$ cat src/rtl/ucode_fetch_if.sv
// Fetch-stage bus: control inputs, ROM port and execution-stage outputs.
interface ucode_fetch_if #(
  parameter int AW = 12,
  parameter int DW = 112,
  parameter int CW = 32
);
  logic          i_stall;
  logic          i_jump;
  logic [AW-1:0] i_jump_addr;
  logic          i_halt;
  logic [AW-1:0] o_rom_addr;
  logic          o_rom_en;
  logic [DW-1:0] i_rom_data;
  logic [AW-1:0] o_pc_f;
  logic [AW-1:0] o_pc_x;
  logic [DW-1:0] o_opcode_x;
  logic          o_valid_x;
  logic [1:0]    o_state;
  logic [CW-1:0] o_icount;

  modport master (
    output i_stall, i_jump, i_jump_addr, i_halt, i_rom_data,
    input  o_rom_addr, o_rom_en, o_pc_f, o_pc_x, o_opcode_x, o_valid_x, o_state, o_icount
  );

  modport slave (
    input  i_stall, i_jump, i_jump_addr, i_halt, i_rom_data,
    output o_rom_addr, o_rom_en, o_pc_f, o_pc_x, o_opcode_x, o_valid_x, o_state, o_icount
  );
endinterface

$ cat src/rtl/ucode_fetch.sv
// Microinstruction fetch stage: drives a registered microcode ROM and tracks
// the execution-stage PC with stall, zero-bubble jump, halt and a retire count.
module ucode_fetch #(
  parameter int AW = 12,
  parameter int DW = 112,
  parameter int CW = 32
) (
  input  logic           clk,
  input  logic           reset,
  ucode_fetch_if.slave   fif
);

  typedef enum logic [1:0] {IDLE = 2'b00, RUN = 2'b01, HALT = 2'b10} state_e;

  state_e        state_q, state_d;
  logic [AW-1:0] pc_f_q, pc_f_d;
  logic [AW-1:0] pc_x_q, pc_x_d;
  logic          valid_x_q, valid_x_d;
  logic [CW-1:0] icount_q, icount_d;
  logic          retire;

  always_ff @(posedge clk or negedge reset) begin
    if (!reset) begin
      state_q   <= IDLE;
      pc_f_q    <= '0;
      pc_x_q    <= '0;
      valid_x_q <= 1'b0;
      icount_q  <= '0;
    end else begin
      state_q   <= state_d;
      pc_f_q    <= pc_f_d;
      pc_x_q    <= pc_x_d;
      valid_x_q <= valid_x_d;
      icount_q  <= icount_d;
    end
  end

  always_comb begin
    state_d   = state_q;
    pc_f_d    = pc_f_q;
    pc_x_d    = pc_x_q;
    valid_x_d = valid_x_q;
    retire    = 1'b0;
    if (fif.i_jump) begin
      // ROM is already reading the target this edge, so no bubble is needed
      pc_x_d    = fif.i_jump_addr;
      pc_f_d    = fif.i_jump_addr + AW'(1);
      valid_x_d = 1'b1;
      state_d   = RUN;
      retire    = 1'b1;
    end else begin
      unique case (state_q)
        IDLE: begin
          pc_x_d    = '0;
          pc_f_d    = AW'(1);
          valid_x_d = 1'b1;
          state_d   = RUN;
          retire    = 1'b1;
        end
        RUN: begin
          if (fif.i_halt) begin
            state_d   = HALT;
            valid_x_d = 1'b0;
          end else if (!fif.i_stall) begin
            pc_x_d    = pc_f_q;
            pc_f_d    = pc_f_q + AW'(1);
            valid_x_d = 1'b1;
            retire    = 1'b1;
          end
        end
        default: ;
      endcase
    end
    icount_d = (retire && icount_q != {CW{1'b1}}) ? icount_q + CW'(1) : icount_q;
  end

  // ROM output holds whenever the enable is low, which is how stall keeps the opcode
  assign fif.o_rom_en   = fif.i_jump | ((state_q != HALT) & ~fif.i_stall) | (state_q == IDLE);
  assign fif.o_rom_addr = fif.i_jump ? fif.i_jump_addr : pc_f_q;
  assign fif.o_opcode_x = valid_x_q ? fif.i_rom_data : '0;
  assign fif.o_pc_f     = pc_f_q;
  assign fif.o_pc_x     = pc_x_q;
  assign fif.o_valid_x  = valid_x_q;
  assign fif.o_state    = state_q;
  assign fif.o_icount   = icount_q;

endmodule

$ cat src/flat_wrapper.sv
// flat-port wrapper written by rule: the top's interface ports become plain ports
module ucode_fetch_flat 
#(
  parameter int AW = 12,
  parameter int DW = 112,
  parameter int CW = 32
)
  (clk, reset, fif_i_stall, fif_i_jump, fif_i_jump_addr, fif_i_halt, fif_i_rom_data, fif_o_rom_addr, fif_o_rom_en, fif_o_pc_f, fif_o_pc_x, fif_o_opcode_x, fif_o_valid_x, fif_o_state, fif_o_icount);
  ucode_fetch_if #(.AW(AW), .DW(DW), .CW(CW)) fif_i ();
  input  logic clk;
  input  logic reset;
  input wire logic [$bits(fif_i.i_stall)-1:0] fif_i_stall;
  input wire logic [$bits(fif_i.i_jump)-1:0] fif_i_jump;
  input wire logic [$bits(fif_i.i_jump_addr)-1:0] fif_i_jump_addr;
  input wire logic [$bits(fif_i.i_halt)-1:0] fif_i_halt;
  input wire logic [$bits(fif_i.i_rom_data)-1:0] fif_i_rom_data;
  output wire logic [$bits(fif_i.o_rom_addr)-1:0] fif_o_rom_addr;
  output wire logic [$bits(fif_i.o_rom_en)-1:0] fif_o_rom_en;
  output wire logic [$bits(fif_i.o_pc_f)-1:0] fif_o_pc_f;
  output wire logic [$bits(fif_i.o_pc_x)-1:0] fif_o_pc_x;
  output wire logic [$bits(fif_i.o_opcode_x)-1:0] fif_o_opcode_x;
  output wire logic [$bits(fif_i.o_valid_x)-1:0] fif_o_valid_x;
  output wire logic [$bits(fif_i.o_state)-1:0] fif_o_state;
  output wire logic [$bits(fif_i.o_icount)-1:0] fif_o_icount;
  assign fif_i.i_stall = fif_i_stall;
  assign fif_i.i_jump = fif_i_jump;
  assign fif_i.i_jump_addr = fif_i_jump_addr;
  assign fif_i.i_halt = fif_i_halt;
  assign fif_i.i_rom_data = fif_i_rom_data;
  assign fif_o_rom_addr = fif_i.o_rom_addr;
  assign fif_o_rom_en = fif_i.o_rom_en;
  assign fif_o_pc_f = fif_i.o_pc_f;
  assign fif_o_pc_x = fif_i.o_pc_x;
  assign fif_o_opcode_x = fif_i.o_opcode_x;
  assign fif_o_valid_x = fif_i.o_valid_x;
  assign fif_o_state = fif_i.o_state;
  assign fif_o_icount = fif_i.o_icount;
  ucode_fetch #(.AW(AW), .DW(DW), .CW(CW)) u_core (.clk(clk), .reset(reset), .fif(fif_i));
endmodule
$ cat config.mk
export PLATFORM = sky130hd
export DESIGN_NAME = ucode_fetch_flat
export DESIGN_NICKNAME = d
export VERILOG_FILES = /design/src/rtl/ucode_fetch_if.sv /design/src/rtl/ucode_fetch.sv /design/src/flat_wrapper.sv
export SDC_FILE = /design/constraint.sdc
export NUM_CORES = 1
export LEC_CHECK = 0
export ABC_AREA = 1
export CORE_MARGIN = 5
export CORE_UTILIZATION = 37
export CTS_CLUSTER_DIAMETER = 200
export DETAILED_ROUTE_END_ITERATION = 6
export PLACE_DENSITY = 0.82
export SYNTH_ARGS = -nofsm -noshare
export SYNTH_HDL_FRONTEND = slang
export SYNTH_SLANG_ARGS = --single-unit
$ cat constraint.sdc
create_clock -name clk -period 2 [get_ports clk]
set_input_delay 0.3 -clock clk [delete_from_list [all_inputs] [get_ports clk]]
set_output_delay 0.3 -clock clk [all_outputs]
set_load 0.005 [all_outputs]
* Word level (Yosys, flattened, before mapping) *
Index checks and enable logic that the tools add are counted.

word-level totals
  register bits = 59
  output and inout port bits = 184
  word-level logic and storage cells = 46

cells by class
  add/subtract/negate cells = 3
  equality and inequality tests = 7
  muxes and demuxes = 21
  bitwise operators = 4
  reduce and logical (&&, ||, !) cells = 6

operator list
  operator                                                                count
  112-bit 2-to-1 mux                                                      1
  12-bit 2-to-1 mux                                                       7
  12-bit one-hot mux with 2 select lines                                  2
  32-bit by 1-bit adder with 32-bit output (second input constant)        1
  32-bit != test (second input constant)                                  1
  12-bit by 1-bit adder with 12-bit output (second input constant)        2
  3-bit != test (second input constant)                                   3
  1-bit 2-to-1 mux                                                        6
  2-bit 2-to-1 mux                                                        2
  4-bit != test (second input constant)                                   1
  1-bit one-hot mux with 2 select lines                                   2
  2-bit one-hot mux with 2 select lines                                   1
  2-bit AND reduction                                                     2
  3-bit AND reduction                                                     1
  3-bit nonzero test                                                      1
  2-bit by 1-bit equality test with 1-bit output (second input constant)  1
  2-bit zero test                                                         1
  2-bit != test (second input constant)                                   1
  1-bit bitwise OR                                                        2
  1-bit bitwise AND                                                       1
  1-bit logical AND                                                       1
  1-bit inverter                                                          1

* Longest topological paths before layout *
Gate-level depths: netlist of run 1.

  depth in word-level cells = 5
  gate-level depth with buffers = 11

* Worst setup path before layout of run 1 *
OpenSTA, ideal clock, no wires.

  path kind = reg-to-reg
  from = register u_core.icount_q[0] (netlist: u_core.fif.o_icount[0])
  to = register u_core.icount_q[27] (netlist: u_core.fif.o_icount[27])
  setup time = 0.116 ns
  arrival = 1.550 ns
  setup slack = 0.333 ns
  cell stages (with the launch flop) = 12
  buffers on the path = 1
  clock period less this slack = 1.667 ns
  path through = dfrtp_1 ha_1 inv_1 nor2_4 nand2_2 nor2_4 nand2_4 nand2_8 inv_6 buf_6 nand2_1 nand2_1

on the way
  word-level cells in the longest chain between the ends = 2
  elaborated cells on any way between the ends = 3
  classes of those cells = add/sub: 1; eq/ne: 1; reduce/logical: 1

RTL lines
  what                                                                                              line               source
  from (decl)                                                                                       ucode_fetch.sv:19  logic [CW-1:0] icount_q, icount_d;
  from (signal assigned)                                                                            ucode_fetch.sv:34  icount_q <= icount_d;
  parallel branches: the longest is 2 deep, another holds 32-bit by 1-bit adder with 32-bit output  -

Several ways; the timed one is not identified.
A chain may end at the register's enable or synchronous reset.

* Final worst setup path of run 1 *
  from = register u_core.valid_x_q (netlist: u_core.fif.o_valid_x)
  to = output port fif_o_opcode_x[97]

on the way
  word-level cells in the longest chain between the ends = 1

RTL lines
  what                    line                source
  from (decl)             ucode_fetch.sv:18   logic valid_x_q, valid_x_d;
  from (signal assigned)  ucode_fetch.sv:33   valid_x_q <= valid_x_d;
  112-bit 2-to-1 mux      ucode_fetch.sv:80   assign fif.o_opcode_x = valid_x_q ? fif.i_rom_data : '0;
  to (decl)               flat_wrapper.sv:21  output wire logic [$bits(fif_i.o_opcode_x)-1:0] fif_o_opcode_x;

Every way passes these cells.

==> results of run 1 <==
==> kinds of logic after synthesis <==
logic type,count (synthesis)
simple gates,520
buf+inv,181
flops,59
compound gates,56
xor+xnor,17
fa+ha+maj,3
==> flip-flops by register name, summed over array words and instances, names as in the netlist <==
name / count
u_core.fif.o_pc_x: 12
u_core.fif.o_icount: 32
u_core.fif.o_valid_x: 1
u_core.fif.o_pc_f: 12
u_core.fif.o_state: 2
==> where the power goes <==
group,leakage (nW),internal (mW),switching (mW)
logic,4.38,1.24,1.03
registers,0.761,1.36,0.215
clock network,0.153,1.09,0.576
total,5.30,3.69,1.82
==> metrics by stage <==
stage	utilization [%]	hold slack, ns	area [µm²]	std cells	TNS (ns)
2_1_floorplan	-	0.00441	4820	836	0
3_3_place_gp	66.0	0.245	8370	1331	0
3_5_place_dp	66.0	0.247	8370	1331	0
4_1_cts	68.6	0.425	8690	1350	-0.0615
5_1_grt	70.2	0.469	8900	1351	-0.208
6_report	70.2	0.422	8900	1351	0
==> what timing repair did <==
item | in CTS | in global routing
resized for setup | 20 | 73
setup buffers | 2 | 0
endpoints found under the hold margin | 16 | 0
setup endpoints to repair | 101 | 102
hold buffers | 1 | 0
cloned | 0 | 1
==> path summary, 6_finish.rpt <==
check                           cells after the start                                   to                               start  slack, ns
worst max-delay path                                4                   fif_o_opcode_x[97]    u_core.fif.o_valid_x$_DFFE_PN0P_       0.02
worst min-delay path                                2   u_core.fif.o_icount[6]$_DFFE_PN0P_                               reset       0.42
worst max register to register                     10  u_core.fif.o_icount[19]$_DFFE_PN0P_  u_core.fif.o_icount[1]$_DFFE_PN0P_       0.15
worst min register to register                      2     u_core.fif.o_pc_x[0]$_DFFE_PN0P_    u_core.fif.o_pc_x[0]$_DFFE_PN0P_       0.53
max in group asynchronous                           3     u_core.fif.o_valid_x$_DFFE_PN0P_                               reset       0.97
min in group clk                                    4    u_core.fif.o_pc_x[11]$_DFFE_PN0P_                          fif_i_jump       0.53
==> cell type report <==
class | instances | share of cell area [%]
clock inverter | 6 | 1.01
tap | 172 | 2.42
timing repair buffer | 355 | 41.4
sequential | 59 | 16.7
inverter | 153 | 6.51
multi-input combinational | 596 | 29.4
clock buffer | 10 | 2.57
==> layer usage <==
layer / global-route usage, % / part of all wire (%) / up-vias / routed length (µm)
met5: 0 / 0 / - / 0
met4: 16.5 / 6.4 / 0 / 1480
li1: - / - / 3180 / -
met1: 32.5 / 34 / 2930 / 8000
met3: 8.90 / 9.9 / 69 / 2300
met2: 48.4 / 49 / 346 / 11400
==> placed cells by master (no fill, tap or decap), types with 3 or more instances in the layout <==
cell type and instances:
dfrtp_1 56, inv_1 151, a21oi_1 7, xnor2_1 8
ha_1 3, clkbuf_16 10, o21ai_0 27, nand4_1 9
nand3b_1 14, nand3_1 37, nor2_1 82, nand2_2 3
xor2_1 9, buf_12 6, a31oi_1 13, dlygate4sd2_1 17
clkdlybuf4s50_1 227, o21ai_1 3, dlymetal6s2s_1 67, nand2_1 369
buf_4 33
==> results.yml, run 1 <==
cells_and_area:
  syn2layout_area_growth_pct: 84.7
  seq_area_um2: 1480
  num_antenna_cells: 0
  nFillCells: 1093
  multiInputGateArea_um2: 2620
  drive_above_1_share_pct: 6.02
  layout.nets: 1306
yosys:
  synth_edf_count: 0
  yosys-top-cells-area: "dfrtp_1, nand2_1, inv_1"
  syn-num-nets: 968
  synth_area_um2: 4820
  synth_common_cells: "nand2_1, inv_1, nor2_1"
  synth_fa_ha_area_share_pct: 0.779
  synth_cells: 836
  synth_compound_area_share_pct: 6.41
  synthMuxAreaShare_pct: 0
  synth_top_area_cell: "dfrtp_1"
  synthArstFlopShare_pct: 100
  yosysMostFrequentCell: "nand2_1"
  ys.flop_type: "dfrtp_1"
  synth.distinct_cells: 28
  synth-seq-cells: 59
  avgSynthCellArea_um2: 5.77
  netlist.area_leader.share_pct: 30.6
  ys_seq_area_share_pct: 30.6
  synth_xor_area_share_pct: 3.09
  yosys.area_share.simple_pct: 44.0
  yosysWarnings: 0
  synth_top_family_by_area: "simple AND/OR/NAND/NOR gates"
min_path:
  worstHoldPathType: "in2async"
sta:
  tightest_slew_ns: 0.423
  slew-limit-headroom_pct: 71.7
  setup_ws_ns: 0.0216
  rsz0062_at_grt: "yes"
  setup_violations: 0
  fmax_ghz: 0.505
  finalHoldViolCount: 0
  fin_worst_skew_ns: 0.00477
  post-route-min-period_ns: 1.98
  post-route-period-util_pct: 98.9
  report.final.slew_viol_count: 0
route:
  vias: 6525
  drc: 0
  viasPerCell: 4.83
  drtPass1Iterations: 5
  wire_per_inst_um: 17.2
  drtIter0Drc: 615
  ant_nets: 0
  drt_wl_total_um: 23200
cts:
  cts_root_buf: "clkbuf_16"
  cts_tree: "yes"
  cts_sinks: 59
  cts_htree_levels: 3
  clk_latency_ns: 0.33
  clkSlewWorstSetupHoldPaths_ns: 0.06
  clock_path_buffers: 2
  cts_buffers: 9
floorplanning:
  dieArea_um2: 15400
  initial_core_util_pct: 38.0
  ios: 313
  die_y_um: 124
  dieWidth_um: 124
  rows: 41
  fp.coreArea_um2: 12700
power_and_ir_drop:
  ir_drop_mv: 0.376
  p_leak_nw: 5.30
  power_density_nw_per_um2: 619
  totalPowerFinal_mw: 5.51
placement:
  io_buffers: 312
  place_ws_ns: 0.00850
  routabilityCongestion: 1.03
  hpwlAfterDp_um: 18800
global_routing:
  antenna_found_initial: 0
  grt_pass1_vias: 6238
  grt_max_degree: 44
  gr-total-overflow: 0
  grt_pass1_wl_um: 33500
  grtUsageTotal_pct: 28.9
critical_path:
  cp_data_required_time_ns: 1.70
  worst_path_largest_cell_delay_ns: 0.54
  path_cells: "buf_4, nand2_1, inv_1, clkdlybuf4s50_1"
  crit_family: "buffers and inverters"
  cp_slowest_cell: "clkdlybuf4s50_1"
  crit_buf_inv: 3
  path_max_fanout: 8
  arrival_ns: 1.68
  critPathCaptureType: "primary output"
  cp-start-kind: "register"
  crit_type: "reg2out"
run_status:
  status: "finished clean"
job:
  cap_violations: 0
No activity file was read; power rests on OpenSTA's default activity.
==> inputs of run 2 (changes only) <==
- GPL_TIMING_DRIVEN: not set -> 0
==> run 2 against run 1 <==
  * Die area unchanged
  * Flip-flop and latch count unchanged
  * Global-route usage up 0.87 points
==> results.yml, run 2 (synthesis results as in run 1) <==
run_status:
  status: "finished clean"
sta:
  setup_violations: 0
  report.final.slew_viol_count: 0
  setup_ws_ns: 0.0140
  hold_slack_ns: 0.0106
  fmax_ghz: 0.504
  tightest_slew_ns: 0.713
  post-route-min-period_ns: 1.99
  rsz0062_at_grt: "yes"
  finalHoldViolCount: 0
  fin_worst_skew_ns: 0.00566
  post-route-period-util_pct: 99.3
  slew-limit-headroom_pct: 52.5
cts:
  cts_sinks: 59
  cts_tree: "yes"
  clk_latency_ns: 0.34
  cts_root_buf: "clkbuf_16"
  cts_htree_levels: 3
  clkSlewWorstSetupHoldPaths_ns: 0.06
  clock_path_buffers: 2
  cts_buffers: 9
critical_path:
  rr_startpoint: "u_core.fif.o_state[1]$_DFFE_PN0P_"
  crit_buf_inv: 2
  crit_family: "buffers and inverters"
  cp_slowest_cell: "clkdlybuf4s50_1"
  path_cells: "inv_1, o21ai_0, clkdlybuf4s50_1"
  worst_path_largest_cell_delay_ns: 0.56
  path_max_fanout: 5
  cp-start-kind: "register"
  critPathLaunch: "u_core.fif.o_pc_f[9]$_DFFE_PN0P_"
  arrival_ns: 1.69
  critPathCaptureType: "primary output"
  crit_type: "reg2out"
  cp_data_required_time_ns: 1.70
power_and_ir_drop:
  ir_drop_mv: 0.366
  p_seq_share_pct: 29.6
  switching_share_pct: 34.6
  power_density_nw_per_um2: 626
  clkPwrFrac_pct: 29.7
  power_switching_mw: 1.88
  p_comb_share_pct: 40.7
  p_leak_nw: 4.81
  p_int_mw: 3.54
global_routing:
  grt_pass1_wl_um: 34600
  antenna_found_initial: 0
  grt_pass1_vias: 6358
  gr-total-overflow: 0
  grtUsageTotal_pct: 29.8
  grt_max_degree: 31
placement:
  place_ws_ns: -0.531
  io_buffers: 311
  dpl_cell_area_um2: 8160
  hpwlAfterDp_um: 19200
  placedCellCount: 1320
  routabilityCongestion: 0.972
cells_and_area:
  syn2layout_area_growth_pct: 79.6
  final_cell_mix: "nand2_1, clkdlybuf4s50_1, inv_1, nor2_1, dlygate4sd2_1"
  nFillCells: 1163
  largest_reg_flops: 32
  layout_commonest_cell: "nand2_1"
  layout.nets: 1302
  drive_above_1_share_pct: 7.49
  final_util_pct: 68.3
  num_antenna_cells: 0
  seq_area_um2: 1490
  finalInstanceArea_um2: 8660
  fin_cells: 1347
  multiInputGateArea_um2: 2630
route:
  drt_wl_total_um: 23800
  viasPerCell: 4.88
  wire_per_inst_um: 17.7
  vias: 6579
  drtPass1Iterations: 5
  ant_nets: 0
  drtIter0Drc: 558
  drc: 0
floorplanning:
  dieArea_um2: 15400
  initial_core_util_pct: 38.0
  ios: 313
  die_y_um: 124
  rows: 41
  fp.coreArea_um2: 12700
  dieWidth_um: 124
min_path:
  worstHoldPathType: "in2async"
job:
  cap_violations: 0
==> run 2: cell types whose count changed in the layout (fill, tap and decap cells not counted), sizes merged, moves of 2 or more <==
cell	delta
buf	-14
clkbuf	+23
clkdlybuf4s15	+9
clkdlybuf4s50	-15
clkinv	-2
dlygate4sd2	+44
dlymetal6s2s	-51
inv	+4
==> run 2: repair_timing <==
action	CTS	global route
hold buffers	0	0
pin swaps	0	1
resized for setup	132	62
endpoints found under the setup margin	117	68
buffers inserted	8	4
==> run 2: path summary, 6_finish.rpt <==
kind | endpoint | slack, ns | cells after the start
worst max-delay path | fif_o_rom_addr[9] | 0.01 | 3
worst min-delay path | u_core.fif.o_icount[4]$_DFFE_PN0P_ | 0.01 | 1
worst max register to register | u_core.fif.o_pc_f[10]$_DFFE_PN0P_ | 0.13 | 9
worst min register to register | u_core.fif.o_pc_x[0]$_DFFE_PN0P_ | 0.51 | 2
max in group asynchronous | u_core.fif.o_pc_f[7]$_DFFE_PN0P_ | 1.36 | 2
min in group clk | u_core.fif.o_pc_x[3]$_DFFE_PN0P_ | 0.37 | 3
==> run 2: layout make-up <==
class	instances	area share (%)
Tap cell	172	2.49
Sequential cell	59	17.2
Buffer	27	3.43
Multi-Input combinational cell	596	30.4
Clock buffer	9	2.60
Timing Repair Buffer	324	36.3
Inverter	153	6.69
Clock inverter	7	0.968
==> run 2: power groups by stage <==
stage                     registers [mW]  logic, mW  clock network, mW
after floorplan                     1.56      0.791                  0
after CTS                           1.60       2.19               1.63
final                               1.60       2.21               1.61
after global routing                1.63       2.40               1.68
after global placement              1.61       2.17                  0
after detailed placement            1.61       2.20                  0
==> run 2: layer usage <==
metal / track usage [%] / vias to the layer above / part of all wire (%)
li1: - / 3178 / -
met1: 32.8 / 2926 / 35
met2: 49.5 / 380 / 48
met3: 10.2 / 95 / 9.5
met4: 17.8 / 0 / 7.4
met5: 0 / - / 0
==> run 2: per-stage QoR <==
step	setup TNS, ns	power [mW]
after floorplan	0	2.35
after global placement	-103.84	3.78
after detailed placement	-30.01	3.81
after CTS	-0.170	5.42
after global routing	-0.209	5.71
final	0	5.42
